==> src/rtl/mem_arb_pkg.sv <==
// Shared types and constants for the round-robin memory read arbiter.
package mem_arb_pkg;

    typedef enum logic [1:0] {
        IDLE  = 2'd0,
        ISSUE = 2'd1,
        WAIT  = 2'd2,
        RESP  = 2'd3
    } arb_state_t;

    localparam int GNT_CNT_W = 16;

endpackage

==> src/rtl/mem_arbiter_rr_picker.sv <==
// Combinational round-robin selector: the first requester after ptr, wrapping, wins.
module rr_picker #(
    parameter int NREQ = 4
) (
    input  logic [NREQ-1:0]         req,
    input  logic [$clog2(NREQ)-1:0] ptr,
    output logic [NREQ-1:0]         onehot,
    output logic [$clog2(NREQ)-1:0] id,
    output logic                    any
);

    localparam int IDW = $clog2(NREQ);

    always_comb begin
        int idx;
        onehot = '0;
        id     = '0;
        any    = |req;
        idx    = 0;
        // Walk from the farthest slot to the nearest so the nearest requester overwrites.
        for (int k = NREQ; k >= 1; k--) begin
            idx = (int'(ptr) + k) % NREQ;
            if (req[idx[IDW-1:0]]) begin
                onehot               = '0;
                onehot[idx[IDW-1:0]] = 1'b1;
                id                   = idx[IDW-1:0];
            end
        end
    end

endmodule

==> src/rtl/mem_arbiter.sv <==
// Round-robin arbiter sharing one memory read port among NREQ requesters.
// Optional per-requester grant counters are enabled with MEM_ARB_STATS_EN.
module mem_arbiter
    import mem_arb_pkg::*;
#(
    parameter int NREQ   = 4,
    parameter int AW     = 8,
    parameter int DW     = 8,
    parameter int RD_LAT = 1
) (
    input  logic                    clk,
    input  logic                    rst,
    input  logic [NREQ-1:0]         req,
    input  logic [NREQ*AW-1:0]      req_addr,
    output logic [NREQ-1:0]         gnt,
    output logic                    rvalid,
    output logic [$clog2(NREQ)-1:0] rid,
    output logic [DW-1:0]           rdata,
    output logic                    busy,
    output logic                    mem_enable,
    output logic                    mem_read,
    output logic [AW-1:0]           mem_addr,
    input  logic [DW-1:0]           mem_data,
`ifdef MEM_ARB_STATS_EN
    output logic [NREQ*GNT_CNT_W-1:0] gnt_count,
`endif
    output arb_state_t              dbg_state
);

    localparam int IDW = $clog2(NREQ);
    localparam int CW  = $clog2(RD_LAT + 1);

    arb_state_t     state;
    logic [IDW-1:0] ptr;
    logic [IDW-1:0] cur_id;
    logic [CW-1:0]  wcnt;

    logic [NREQ-1:0] pick_oh;
    logic [IDW-1:0]  pick_id;
    logic            pick_any;

    rr_picker #(.NREQ(NREQ)) u_picker (
        .req    (req),
        .ptr    (ptr),
        .onehot (pick_oh),
        .id     (pick_id),
        .any    (pick_any)
    );

    assign busy      = (state != IDLE);
    assign dbg_state = state;

    always_ff @(posedge clk) begin
        if (rst) begin
            state      <= IDLE;
            ptr        <= IDW'(NREQ - 1);
            cur_id     <= '0;
            wcnt       <= '0;
            gnt        <= '0;
            rvalid     <= 1'b0;
            rid        <= '0;
            rdata      <= '0;
            mem_enable <= 1'b0;
            mem_read   <= 1'b0;
            mem_addr   <= '0;
        end else begin
            gnt    <= '0;
            rvalid <= 1'b0;
            case (state)
                // RESP arbitrates exactly like IDLE so back-to-back reads skip IDLE.
                IDLE, RESP: begin
                    if (pick_any) begin
                        state      <= ISSUE;
                        gnt        <= pick_oh;
                        cur_id     <= pick_id;
                        ptr        <= pick_id;
                        mem_enable <= 1'b1;
                        mem_read   <= 1'b1;
                        mem_addr   <= req_addr[int'(pick_id)*AW +: AW];
                    end else begin
                        state <= IDLE;
                    end
                end
                ISSUE: begin
                    wcnt  <= CW'(RD_LAT);
                    state <= WAIT;
                end
                WAIT: begin
                    // Data is valid during the last WAIT cycle; registering it presents it in RESP.
                    if (wcnt == CW'(1)) begin
                        state      <= RESP;
                        mem_enable <= 1'b0;
                        mem_read   <= 1'b0;
                        rvalid     <= 1'b1;
                        rid        <= cur_id;
                        rdata      <= mem_data;
                    end else begin
                        wcnt <= wcnt - 1'b1;
                    end
                end
                default: state <= IDLE;
            endcase
        end
    end

`ifdef MEM_ARB_STATS_EN
    logic [GNT_CNT_W-1:0] cnt [NREQ];

    always_ff @(posedge clk) begin
        if (rst) begin
            for (int i = 0; i < NREQ; i++) cnt[i] <= '0;
        end else if (state == ISSUE && cnt[cur_id] != '1) begin
            cnt[cur_id] <= cnt[cur_id] + 1'b1;
        end
    end

    for (genvar g = 0; g < NREQ; g++) begin : g_cnt
        assign gnt_count[g*GNT_CNT_W +: GNT_CNT_W] = cnt[g];
    end
`endif

endmodule
==> config.mk <==
export PLATFORM = sky130hd
export DESIGN_NAME = mem_arbiter
export DESIGN_NICKNAME = d
export VERILOG_FILES = /design/src/rtl/mem_arb_pkg.sv /design/src/rtl/mem_arbiter_rr_picker.sv /design/src/rtl/mem_arbiter.sv
export SDC_FILE = /design/constraint.sdc
export NUM_CORES = 1
export LEC_CHECK = 0
export BUFFER_PORTS_ARGS = -buffer_cell sky130_fd_sc_hd__buf_2
export CORE_MARGIN = 2
export CORE_UTILIZATION = 46
export CTS_CLUSTER_DIAMETER = 80
export DETAILED_ROUTE_END_ITERATION = 7
export PLACE_DENSITY = 0.82
export SLEW_MARGIN = 40
export SYNTH_ARGS = -nofsm -noshare
export SYNTH_HDL_FRONTEND = slang
export SYNTH_SLANG_ARGS = --single-unit
==> constraint.sdc <==
create_clock -name clk -period 3.62 [get_ports clk]
set_clock_uncertainty 0.1 [all_clocks]
set_input_delay 0.362 -clock clk [delete_from_list [all_inputs] [get_ports clk]]
set_output_delay 0.362 -clock clk [all_outputs]
set_load 0.02 [all_outputs]
### After elaboration in Yosys (flattened, before gate mapping)

Cells that the tools add are included.

| word-level totals | value |
|---|---|
| register bits | 31 |
| word-level logic and storage cells | 80 |

| operators by class | value |
|---|---|
| $add $sub $neg | 5 |
| magnitude comparators | 8 |
| equality and inequality tests | 5 |
| shifts and indexed selects | 1 |
| mux-type cells | 33 |
| bitwise logic cells | 3 |
| reduce and logical (&&, ||, !) cells | 15 |

Operators with widths:

| kind | number |
|---|---|
| $shiftx A32 B6 Y8 | 1 |
| $mux W4 | 4 |
| $mux W1 | 13 |
| $lt A2 B3 Y1 const B | 4 |
| $mux W2 | 5 |
| $bmux W1 S2 | 4 |
| $demux W1 S2 | 4 |
| $ge A2 B1 Y1 const B | 4 |
| $pmux W2 S3 | 1 |
| $reduce_bool A2 Y1 | 3 |
| $add A2 B1 Y2 const B | 2 |
| $add A2 B2 Y2 const B | 2 |
| $eq A2 B2 Y1 const B | 2 |
| $logic_and A1 B1 Y1 | 4 |
| $ne A2 B2 Y1 const B | 2 |
| $pmux W1 S2 | 2 |
| $reduce_and A2 Y1 | 2 |
| $reduce_or A2 Y1 | 2 |
| $reduce_or A4 Y1 | 1 |
| $not A1 Y1 | 3 |
| $reduce_and A3 Y1 | 1 |
| $reduce_or A3 Y1 | 1 |
| $eq A2 B1 Y1 const B | 1 |
| $logic_not A2 Y1 | 1 |
| $sub A1 B1 Y1 const B | 1 |

### Longest topological paths before layout

| depth | value |
|---|---|
| word-level depth | 9 |
| mapped depth | 11 |
| depth with buffers taken out | 8 |

### Modules after synthesis

A second synthesis with hierarchy kept.

| unflattened totals | value |
|---|---|
| cell total of the unflattened synthesis | 199 |
| area, all modules | 1741.7 µm² |

By module, submodules not included:

| module | instances | cells an instance | area each (µm²) | sequential area each (µm²) |
|---|---|---|---|---|
| mem_arbiter | 1 | 141 | 1307.5 | 620.6 |
| rr_picker | 1 | 58 | 434.2 | 0.0 |

### Least setup slack after synthesis

Ideal clock, no wire load.

| timing | value |
|---|---|
| path kind | reg2reg |
| start | reg ptr[1] |
| end | reg mem_addr[0] |
| library setup time | 136 ps |
| arrival time | 2456 ps |
| setup slack | 928 ps |
| cell stages (with the launch flop) | 12 |
| path buffers | 3 |
| clock period less this slack | 2692 ps |
| cells stage by stage | dfxtp_1 clkbuf_1 inv_1 ha_1 buf_2 mux2i_1 mux2_1 and3_4 buf_6 mux2i_1 a211o_1 o2111ai_1 |

| on the way | value |
|---|---|
| longest elaborated chain between the ends | 8 |
| elaborated cells on any way between the ends | 17 |
| those cells by class | 4 x add/sub; 1 x shift; 12 x mux |

Ends and longest elaborated chain:

| what | line | RTL |
|---|---|---|
| from (decl) | mem_arbiter.sv:34 | `logic [IDW-1:0] ptr;` |
| from (signal assigned) | mem_arbiter.sv:56 | `ptr <= IDW'(NREQ - 1);` |
| from (signal assigned) | mem_arbiter.sv:76 | `ptr <= pick_id;` |
| $add A2 B1 Y2 | mem_arbiter_rr_picker.sv:22 | `idx = (int'(ptr) + k) % NREQ;` |
| $bmux W1 S2 | mem_arbiter_rr_picker.sv:23 | `if (req[idx[IDW-1:0]]) begin` |
| $mux W1 (implied by the code) | mem_arbiter_rr_picker.sv:23 |  |
| $mux W2 (3 in series) | mem_arbiter_rr_picker.sv:23 |  |
| $mux W2 (*) | mem_arbiter_rr_picker.sv:23 |  |
| $shiftx A32 B6 Y8 (*) | mem_arbiter.sv:79 | `mem_addr <= req_addr[int'(pick_id)*AW +: AW];` |
| to (signal assigned) | mem_arbiter.sv:79 |  |
| to (decl) | mem_arbiter.sv:22 | `output logic [AW-1:0] mem_addr,` |

Every way passes the cells marked *; elsewhere a longest branch is shown, timed or not. The select of a mux whose other input is x is not followed.
A chain may end at the register's enable or synchronous reset.

### Final worst setup path

| timing | value |
|---|---|
| start | reg ptr[0] |
| end | reg mem_addr[1] |

The elaborated chain is that of the path after synthesis.

==> run summary <==
Run status
* **status** finished, final reports clean

Floorplanning
* **standard cell core area** 4000 um2
* **Die Y** 68.7 um
* **effective utilization at floorplan** 0.481
* **Boundary Pins** 74
* **die width** 68.7 um
* **floorplan row count** 23
* **die area** 4720 um2

Clocking
* **CTS tree** yes
* **Hold Buf Count CTS** 0
* **maximum level of the CTS H-tree** 2
* **Clock Path Buffers** 2
* **buffer cell driving the clock tree root** sky130_fd_sc_hd__clkbuf_8
* **count of buffers added by post-CTS timing repair for setup** 0
* **post-CTS sizing** 0
* **clock buffer count from CTS** 5
* **clk slew on worst S/H paths** 0.07 ns
* **CTS sink count** 31
* **clock insertion delay at the later pin of the skew report** 0.28 ns

Run
* **reported max-cap violation count** 0

Global routing
* **maximum number of pins on one net before global-route repair** 24
* **via count of the first global-routing pass** 1796
* **initial antenna violation count** 0
* **GRT overflow** 0
* **wire length of the first global-routing pass** 8.02 mm
* **total routing usage reported by global routing** 0.228

Timing
* **worst hold slack** 0.216 ns
* **total count of max-transition violations in the final report** 0
* **setup-violating endpoint count in the final report** 0
* **post-layout min period** 3.16 ns
* **Achievable Freq** 317 MHz
* **post-route fraction of the period consumed by the critical path** 0.872
* **RSZ-0062 raised after global routing** no
* **final hold violation count** 0
* **PnR worst setup slack** 0.463 ns
* **setup TNS** 0 ns
* **slew at the pin with the worst max-slew slack** 0.769 ns
* **worst relative slew slack** 0.484

Drt
* **sum of routed wire length over all layers** 5.24 mm
* **Detailed Route Iter0 Violations** 168
* **routed wire length per instance** 15.0 um
* **vias per cell** 5.91
* **number of remaining DRC errors** 0
* **total number of vias** 2056
* **drt pass-1 iters** 4
* **Routed Antenna Nets** 0

Placement
* **worst setup slack after placement** 0.522 ns
* **Post-Place Cells** 340
* **number of port buffers** 73
* **final weighted congestion in routability-driven placement** 0.837
* **total half-perimeter wirelength after legalization and detailed placement** 3.71 mm

Finish
* **layout cells sized above 1** 0.299
* **count of placed standard cells in the final layout, fillers left out** 348
* **most frequent cells in the layout** 73 x sky130_fd_sc_hd__buf_2, 34 x sky130_fd_sc_hd__nand2_1, 31 x sky130_fd_sc_hd__dfxtp_1
* **Area Growth Syn to Fin** 26.1%
* **n_diodes** 0
* **most frequent standard cell in the layout excluding fill and tap cells** sky130_fd_sc_hd__buf_2
* **layout net count** 353

Critical path
* **worst setup path class** reg2reg
* **largest fanout on the critical path** 9
* **data required time of the critical path** 3.67 ns
* **Data arrival, critical path** 3.21 ns
* **Worst Reg2Reg Path Length in Cells** 7
* **cell with the biggest individual delay on the critical path** sky130_fd_sc_hd__ha_1
* **type of element capturing the critical path** flop
* **ordered list of cells on the worst path** inv_1 -> ha_1 -> mux4_2 -> nor2b_1 -> o21ai_1 -> o221ai_1 -> o2111ai_1
* **Crit path largest cell delay** 0.52 ns
* **sort of element at the start of the critical path** flop

Worst hold path
* **Cells on Worst Hold Path** 3
* **path type of the worst min-delay path** in2reg

Logic synthesis
* **post-synthesis register bit count** 31
* **sequential share of the synthesized area** 0.322
* **Mapped Cells** 226
* **count of flip-flops with a built-in enable after synthesis** 0
* **primary flip-flop cell chosen by synthesis mapping** sky130_fd_sc_hd__dfxtp_1
* **number of library cell types mapped by synthesis** 35
* **Async SR Flop Fraction** 0
* **nets in the synthesized netlist** 282
* **synthesis warning total** 0
* **synthesized area per cell** 8.51 um2
* **post-synthesis cell area** 1920 um2

Power and ir drop
* **worst vdd rail ir drop** 452 uV
* **sum of internal, switching and leakage power** 0.00208 W
* **Cell Pwr Density** 856 nW/um2
* **leakage** 1.08 nW

-- worst max-delay path, delay by kind of cell (launching register included) --
kind	cells	cell delay, ns
mux	1	0.43
compound gates	3	0.81
buf+inv	1	0.25
simple gates	1	0.41
fa+ha+maj	1	0.52
flops	1	0.50
-- path summary, 6_finish.rpt --
kind | to | start | slack [ns]
max | mem_addr[1]$_SDFFE_PP0N_ | ptr[0]$_SDFFE_PP1N_ | 0.46
min | rdata[6]$_SDFFE_PP0P_ | mem_data[6] | 0.22
max reg2reg | mem_addr[1]$_SDFFE_PP0N_ | ptr[0]$_SDFFE_PP1N_ | 0.46
min reg2reg | rdata[0]$_SDFFE_PP0P_ | rdata[0]$_SDFFE_PP0P_ | 0.35
-- cell families after synthesis --
family	synth area share
AO/OA/AOI/OAI	0.311
flip-flops	0.322
AND/OR/NAND/NOR	0.137
adder cells (fa/ha/maj)	0.0650
buffers and inverters	0.0611
multiplexers	0.103
-- registers in the layout, summed over array words and instances (netlist names) --
register / flops
cur_id: 2
dbg_state: 2
gnt: 4
mem_addr: 8
mem_read: 1
ptr: 2
rdata: 8
rid: 2
rvalid: 1
wcnt: 1
-- metrics by stage --
| stage | utilization | cell area [um2] |
|---|---|---|
| after floorplan | - | 1920 |
| after CTS | 0.607 | 2430 |
| after global routing | 0.607 | 2430 |
| final | 0.607 | 2430 |
| after global placement | 0.577 | 2310 |
| after detailed placement | 0.577 | 2310 |
-- Yosys cell counts, drive strengths merged, types with 3 or more instances --
master | count | area [um2]
a211o | 9 | 78.8
a21oi | 18 | 90.1
a22o | 4 | 35.0
a22oi | 4 | 30.0
buf | 6 | 42.5
clkbuf | 6 | 22.5
dfxtp | 31 | 621
ha | 10 | 125
inv | 14 | 52.6
mux2i | 12 | 120
mux4 | 3 | 67.6
nand2 | 34 | 128
nor2 | 11 | 41.3
nor2b | 4 | 25.0
nor3 | 3 | 15.0
o2111ai | 8 | 70.1
o21ai | 9 | 45.0
o221ai | 16 | 140
o22ai | 8 | 50.1
-- per-layer routing --
layer / vias to the layer above / share of wire / track usage
li1: 994 / - / -
met1: 939 / 0.43 / 0.293
met2: 114 / 0.47 / 0.356
met3: 9 / 0.088 / 0.0698
met4: 0 / 0.015 / 0.0900
met5: - / 0 / 0
-- where the power goes --
group          total [W]  switching (W)  leakage (nW)  internal [W]
registers       0.000512      0.0000727         0.254      0.000439
logic            0.00121       0.000759         0.766      0.000453
clock network   0.000354       0.000132        0.0612      0.000223
-- area by class of cell --
type / instances / area, um2
inverters: 14 / 52.6
flip-flops and latches: 31 / 621
well taps: 50 / 62.6
fillers: 371 / 1570
clock inverters: 2 / 35.0
clock buffers: 6 / 82.6
repair buffers: 76 / 388
multi-input cells: 169 / 1190
(Power assumes the default switching activity.)
